`config.mk`:
```
export PLATFORM = sky130hd
export DESIGN_NAME = output_link_tx_flat
export DESIGN_NICKNAME = d
export VERILOG_FILES = /design/src/rtl/output_link_tx_if.sv /design/src/rtl/output_link_tx.sv /design/src/flat_wrapper.sv
export SDC_FILE = /design/constraint.sdc
export NUM_CORES = 1
export LEC_CHECK = 0
export ABC_CLOCK_PERIOD_IN_PS = 4200
export CORE_MARGIN = 2
export CORE_UTILIZATION = 55
export CTS_CLUSTER_DIAMETER = 50
export DETAILED_ROUTE_END_ITERATION = 8
export HOLD_SLACK_MARGIN = 0.1
export PLACE_DENSITY = 0.77
export SLEW_MARGIN = 20
export SYNTH_ARGS = -nofsm -noshare
export SYNTH_HDL_FRONTEND = slang
export SYNTH_SLANG_ARGS = --single-unit
```
`constraint.sdc`:
```
create_clock -name clk -period 4.2 [get_ports clk]
set_input_delay 0.84 -clock clk [delete_from_list [all_inputs] [get_ports clk]]
set_output_delay 0.84 -clock clk [all_outputs]
set_load 0.005 [all_outputs]
```
`src/rtl/output_link_tx_if.sv`:
```
// Shared flit format plus the crossbar-side / link-side signal bundle of output_link_tx.
// The tx block takes the slave modport; the crossbar/link model drives the master side.
package noc_params;
    localparam int VC_NUM  = 4;
    localparam int VC_SIZE = $clog2(VC_NUM);

    typedef enum logic [1:0] {HEAD, BODY, TAIL, HEADTAIL} flit_label_t;

    typedef struct packed {
        flit_label_t          flit_label;
        logic [VC_SIZE-1:0]   vc_id;
        logic [15:0]          data;
    } flit_t;
endpackage

interface output_link_tx_if
    import noc_params::flit_t;
#(
    parameter int VC_NUM = noc_params::VC_NUM
);
    flit_t              data_i;
    logic               valid_flit_i;
    logic [VC_NUM-1:0]  on_off_i;
    flit_t              data_o;
    logic               valid_flit_o;
    logic [VC_NUM-1:0]  is_full_o;
    logic [VC_NUM-1:0]  is_empty_o;
    logic               overflow_o;

    modport slave (
        input  data_i, valid_flit_i, on_off_i,
        output data_o, valid_flit_o, is_full_o, is_empty_o, overflow_o
    );

    modport master (
        output data_i, valid_flit_i, on_off_i,
        input  data_o, valid_flit_o, is_full_o, is_empty_o, overflow_o
    );
endinterface

```
`src/rtl/output_link_tx.sv`:
```
// Inter-router link transmitter: per-VC staging FIFOs, on/off-gated VC arbitration, registered link output.
// Define OUTPUT_LINK_RR_ARB_EN for round-robin arbitration; default build is fixed lowest-index priority.

module output_link_fifo
    import noc_params::flit_t;
#(
    parameter int DEPTH = 4
) (
    input  logic  clk,
    input  logic  rst,
    input  flit_t wr_data,
    input  logic  push,
    input  logic  pop,
    output flit_t head,
    output logic  full,
    output logic  empty
);
    localparam int PTR_W = $clog2(DEPTH);
    localparam int CNT_W = PTR_W + 1;

    flit_t              mem [DEPTH];
    logic [PTR_W-1:0]   rd_ptr;
    logic [PTR_W-1:0]   wr_ptr;
    logic [CNT_W-1:0]   count;

    // storage carries no reset; validity is tracked entirely by count
    always_ff @(posedge clk) begin
        if (push) mem[wr_ptr] <= wr_data;
    end

    always_ff @(posedge clk) begin
        if (!rst) begin
            rd_ptr <= '0;
            wr_ptr <= '0;
            count  <= '0;
        end else begin
            if (push) wr_ptr <= wr_ptr + 1'b1;
            if (pop)  rd_ptr <= rd_ptr + 1'b1;
            case ({push, pop})
                2'b10:   count <= count + 1'b1;
                2'b01:   count <= count - 1'b1;
                default: count <= count;
            endcase
        end
    end

    assign head  = mem[rd_ptr];
    assign full  = (count == CNT_W'(DEPTH));
    assign empty = (count == '0);
endmodule

module output_link_tx
    import noc_params::flit_t;
    import noc_params::VC_SIZE;
#(
    parameter int VC_NUM      = noc_params::VC_NUM,
    parameter int STAGE_DEPTH = 4
) (
    input  logic            clk,
    input  logic            rst,
    output_link_tx_if.slave link
);
    localparam int VC_W = (VC_NUM > 1) ? $clog2(VC_NUM) : 1;

    flit_t [VC_NUM-1:0] head;
    logic  [VC_NUM-1:0] full;
    logic  [VC_NUM-1:0] empty;
    logic  [VC_NUM-1:0] hit;
    logic  [VC_NUM-1:0] push;
    logic  [VC_NUM-1:0] pop;
    logic  [VC_NUM-1:0] drop;
    logic  [VC_NUM-1:0] elig;
    logic  [VC_W-1:0]   gnt_idx;
    logic               gnt_vld;

    flit_t              data_q;
    logic               valid_q;
    logic               overflow_q;

    // A full FIFO still accepts when it is popped in the same cycle.
    for (genvar v = 0; v < VC_NUM; v++) begin : g_vc
        assign hit[v]  = link.valid_flit_i && (link.data_i.vc_id == VC_SIZE'(v));
        assign push[v] = hit[v] && (!full[v] || pop[v]);
        assign drop[v] = hit[v] && full[v] && !pop[v];

        output_link_fifo #(.DEPTH(STAGE_DEPTH)) u_fifo (
            .clk     (clk),
            .rst     (rst),
            .wr_data (link.data_i),
            .push    (push[v]),
            .pop     (pop[v]),
            .head    (head[v]),
            .full    (full[v]),
            .empty   (empty[v])
        );
    end

    assign elig = ~empty & link.on_off_i;

`ifdef OUTPUT_LINK_RR_ARB_EN
    // rr_ptr names the VC with highest priority this cycle (one past the last grant)
    logic [VC_W-1:0] rr_ptr;
    logic [VC_W:0]   sum;
    logic [VC_W-1:0] cand;

    always_comb begin
        gnt_vld = 1'b0;
        gnt_idx = '0;
        sum     = '0;
        cand    = '0;
        for (int k = 0; k < VC_NUM; k++) begin
            sum = {1'b0, rr_ptr} + (VC_W+1)'(k);
            if (sum >= (VC_W+1)'(VC_NUM)) sum = sum - (VC_W+1)'(VC_NUM);
            cand = sum[VC_W-1:0];
            if (!gnt_vld && elig[cand]) begin
                gnt_vld = 1'b1;
                gnt_idx = cand;
            end
        end
    end

    always_ff @(posedge clk) begin
        if (!rst) begin
            rr_ptr <= '0;
        end else if (gnt_vld) begin
            rr_ptr <= (gnt_idx == VC_W'(VC_NUM-1)) ? '0 : gnt_idx + 1'b1;
        end
    end
`else
    always_comb begin
        gnt_vld = 1'b0;
        gnt_idx = '0;
        for (int k = 0; k < VC_NUM; k++) begin
            if (!gnt_vld && elig[k]) begin
                gnt_vld = 1'b1;
                gnt_idx = VC_W'(k);
            end
        end
    end
`endif

    always_comb begin
        pop = '0;
        if (gnt_vld) pop[gnt_idx] = 1'b1;
    end

    // data_q holds its last value on idle cycles; only valid_q drops
    always_ff @(posedge clk) begin
        if (!rst) begin
            data_q     <= '0;
            valid_q    <= 1'b0;
            overflow_q <= 1'b0;
        end else begin
            valid_q <= gnt_vld;
            if (gnt_vld) data_q <= head[gnt_idx];
            if (|drop)   overflow_q <= 1'b1;
        end
    end

    assign link.data_o       = data_q;
    assign link.valid_flit_o = valid_q;
    assign link.overflow_o   = overflow_q;
    assign link.is_full_o    = full;
    assign link.is_empty_o   = empty;
endmodule

```
`src/flat_wrapper.sv`:
```
// flat-port wrapper written by rule: the top's interface ports become plain ports
module output_link_tx_flat import noc_params::flit_t; import noc_params::VC_SIZE;
#(
    parameter int VC_NUM      = noc_params::VC_NUM,
    parameter int STAGE_DEPTH = 4
)
  (clk, rst, link_data_i, link_valid_flit_i, link_on_off_i, link_data_o, link_valid_flit_o, link_is_full_o, link_is_empty_o, link_overflow_o);
  output_link_tx_if #(.VC_NUM(VC_NUM)) link_i ();
  input  logic clk;
  input  logic rst;
  input wire logic [$bits(link_i.data_i)-1:0] link_data_i;
  input wire logic [$bits(link_i.valid_flit_i)-1:0] link_valid_flit_i;
  input wire logic [$bits(link_i.on_off_i)-1:0] link_on_off_i;
  output wire logic [$bits(link_i.data_o)-1:0] link_data_o;
  output wire logic [$bits(link_i.valid_flit_o)-1:0] link_valid_flit_o;
  output wire logic [$bits(link_i.is_full_o)-1:0] link_is_full_o;
  output wire logic [$bits(link_i.is_empty_o)-1:0] link_is_empty_o;
  output wire logic [$bits(link_i.overflow_o)-1:0] link_overflow_o;
  assign link_i.data_i = link_data_i;
  assign link_i.valid_flit_i = link_valid_flit_i;
  assign link_i.on_off_i = link_on_off_i;
  assign link_data_o = link_i.data_o;
  assign link_valid_flit_o = link_i.valid_flit_o;
  assign link_is_full_o = link_i.is_full_o;
  assign link_is_empty_o = link_i.is_empty_o;
  assign link_overflow_o = link_i.overflow_o;
  output_link_tx #(.VC_NUM(VC_NUM), .STAGE_DEPTH(STAGE_DEPTH)) u_core (.clk(clk), .rst(rst), .link(link_i));
endmodule
```
==> metrics.md <==
| Metric | Value |
|---|---|
| Y dimension of the die | 168 microns |
| Post_cts resized | 0 |
| Critical hold path startpoint | u_core.g_vc[2].u_fifo.wr_ptr[1] |
| I/O pins | 57 |
| Clock transition at the registers of the reported paths | 0.06 ns |
| Number of hold-slack violations in the final timing report | 0 |
| TritonCTS Sinks | 378 |
| Total clock buffers created by CTS | 39 |
| Worst IR drop on VDD | 0.276 mV |
| Number of vias after detailed routing | 7799 |
| Maxcap violations | 0 |
| Path category of the worst min-delay check | reg2reg |
| P_leak | 5.62 nW |
| Total Die Area | 28200 sq um |
| Cell-by-cell listing of the critical path | clkdlybuf4s50_1 -> and3b_1 -> nor3_1 -> inv_1 -> fa_1 -> a2111o_1 -> a21oi_1 -> nor3b_1 |
| Vias in the first global route | 8052 |
| Total grt overflow | 0 |
| Count leader, synth | edfxtp_1 |
| Total negative setup slack | 0 ns |
| Area share of the leading cell type in the synthesized netlist | 64.9% |
| Source of the worst register-to-register timing path | u_core.g_vc[0].u_fifo.count[2] |
| Largest net degree at the start of global routing | 45 |
| Post-CTS Setup Bufs | 0 |
| Antenna Diode Count | 0 |
| Transition time of the tightest slew-check pin | 1.11 ns |
| # placed instances | 1207 |
| Starting utilization of the core area | 55.5% |
| Cells taking the most area after synthesis | edfxtp_1 65%, mux4_2 12%, dfxtp_1 7.8% |
| Initial antenna violation count | 0 |
| Number of core rows | 60 |
| Global-route wire length before repair | 48500 microns |
| Synthesized netlist net count | 871 |
| Share of final-layout standard cells stronger than drive strength 1 | 20.0% |
| Count of input and output buffers | 56 |
| Maximum fanout along the worst path | 14 |
| PnR Total Power | 9.96 mW |
| Netlist cell types | 47 |
| Vias per cell | 6.10 |
| Required time of the critical path | 4.58 ns |
| Final Cycle Share | 74.1% |
| Critical Setup Path Class | in2reg |
| Net count of the finished layout | 954 |
| Critical-path top delay cell | clkdlybuf4s50_1 |
| Unrepaired setup endpoints after global routing | no |
| Area added between synthesis and finish | 16.4% |
| Placeable core region | 26700 sq um |
| Post-route antenna net violation count | 0 |
| Drc violations | 0 |
| CP endpoint kind | flip-flop |
| Worst endpoint data arrival time | 3.49 ns |
| Syn avg cell area | 18.0 sq um |
| All-Layer GR Usage | 23.5% |
| Fin cells | 1278 |
| Die boundary width | 168 microns |
| Fin. max-slew vios | 0 |
| CTS root buf | clkbuf_16 |
| Synthesis warning total | 0 |
| CP peak stage delay | 0.73 ns |
| Violation count after the first detailed-route iteration | 799 |
| Clock tree from TritonCTS | built |
| Outcome | complete, no violations |
| Number of instances in the synthesized netlist | 824 |
| Max Clock Skew | 0.0125 ns |
| Top cell type by total area after synthesis | edfxtp_1 |
| Number of optimization iterations in the first detailed-route pass | 5 |
| Hold buffer count at CTS | 0 |
| Clock period minus final worst setup slack | 3.11 ns |
| Worst slew margin | 25.9% |
| Worst setup path startpoint | link_data_i[16] |
| Area of all placed cells without fillers | 17200 sq um |
| Routed WL per cell | 25.1 microns |
| Fraction of registers with async set or reset after synthesis | 0% |
| Fmax | 321 MHz |
| Max clock buf depth | 3 |
| Kind of launch point of the worst setup path | primary input |
| Most instantiated cells after synthesis | 320 x edfxtp_1, 80 x mux4_2, 58 x dfxtp_1 |
| Worst hold slack across all endpoints | 0.508 ns |
| Post-DP HPWL | 20100 microns |
| Post-place instance area | 15900 sq um |
| Cell area power density | 579 nW/um^2 |
| Clock latency reported for the late side of the worst-skew pair | 0.52 ns |
| Count of flip-flops with a built-in enable after synthesis | 320 |
| Share of synthesized area occupied by flip-flops and latches | 72.8% |
| Last weighted congestion value of the routability-driven placer | 0.783 |
| H-Tree Level Count | 2 |
| Total of flip-flops plus latches after synthesis | 378 |
| Total Routed Length | 32100 microns |
| Predominant post-synthesis flop cell | edfxtp_1 |
| Post-Syn Area | 14800 sq um |
| Number of setup violations in the final report | 0 |
## cells in the final DEF (no fill, tap or decap), types with 5 or more instances in the layout
cell type          n
edfxtp_1         320
mux4_2            80
dfxtp_1           57
clkdlybuf4s50_1   55
clkbuf_16         41
nor2_1            37
buf_4             32
nor3_1            31
a21oi_1           28
o21ai_0           28
or3_1             23
inv_1             22
a22oi_1           21
nand2_1           20
ha_1              16
and2_1            13
mux2i_1           12
nor3b_1            8
nand3_1            6
and3_1             6
clkbuf_8           6
xnor2_1            5
bufinv_16          5
clkinv_2           5
clkbuf_1           5
## path summary, 6_finish.rpt
path	to	slack [ns]	depth (start not counted)
max	u_core.g_vc[1].u_fifo.count[2]	1.09	8
min	u_core.g_vc[2].u_fifo.wr_ptr[1]	0.51	2
max reg2reg	u_core.g_vc[3].u_fifo.count[2]	1.34	7
min reg2reg	u_core.g_vc[2].u_fifo.wr_ptr[1]	0.51	2
## worst max-delay path, delay by kind of cell
| family | cells | cell delay (ns) |
|---|---|---|
| adder cells (fa/ha/maj) | 1 | 0.46 |
| AND/OR/NAND/NOR | 3 | 0.86 |
| buffers and inverters | 2 | 0.86 |
| AO/OA/AOI/OAI | 2 | 0.47 |
## layer usage
metal | vias up | GRT usage, % | routed length (microns)
li1 | 3434 | - | -
met4 | 0 | 8.47 | 1060
met5 | - | 0 | 0
met1 | 3998 | 31.5 | 12600
met3 | 64 | 4.25 | 2330
met2 | 303 | 39.2 | 16100
## registers in the layout (all words and copies together) (netlist names), named ones only
name,flops
u_core.g_vc.u_fifo.mem,320
u_core.link.data_o,20
u_core.g_vc.u_fifo.count,12
u_core.g_vc.u_fifo.rd_ptr,8
u_core.g_vc.u_fifo.wr_ptr,8
u_core.link.overflow_o,1
u_core.link.valid_flit_o,1
## metrics by stage
stage	setup WS [ns]	util, %
2_1_floorplan	1.35	-
3_3_place_gp	0.668	59.5
3_5_place_dp	0.626	59.5
4_1_cts	1.14	64.6
5_1_grt	0.894	64.6
6_report	1.09	64.6
## logic make-up after synthesis
logic type / Yosys count / share of synthesized area, %
DFF: 378 / 72.8
and+or+nand+nor: 161 / 5.67
AOI/OAI and AO/OA: 94 / 4.05
muxes: 93 / 13.1
buffers and inverters: 70 / 2.04
adders and majority gates: 20 / 1.89
xor gates and xnor gates: 8 / 0.474
## where the power goes
group	total [mW]	switching, mW	internal [mW]	leakage (nW)
Combinational	1.91	1.00	0.905	1.59
Clock	3.58	1.38	2.20	0.668
Sequential	4.48	0.207	4.27	3.37
## layout make-up
| cell class | count | area (sq um) |
|---|---|---|
| fill | 1730 | 9430 |
| timing repair buffer | 90 | 836 |
| tap | 341 | 427 |
| sequential | 378 | 10800 |
| multi-input combinational | 376 | 3740 |
| clock inverter | 19 | 233 |
| inverter | 22 | 82.6 |
| clock buffer | 52 | 1130 |
(Power assumes the default switching activity.)
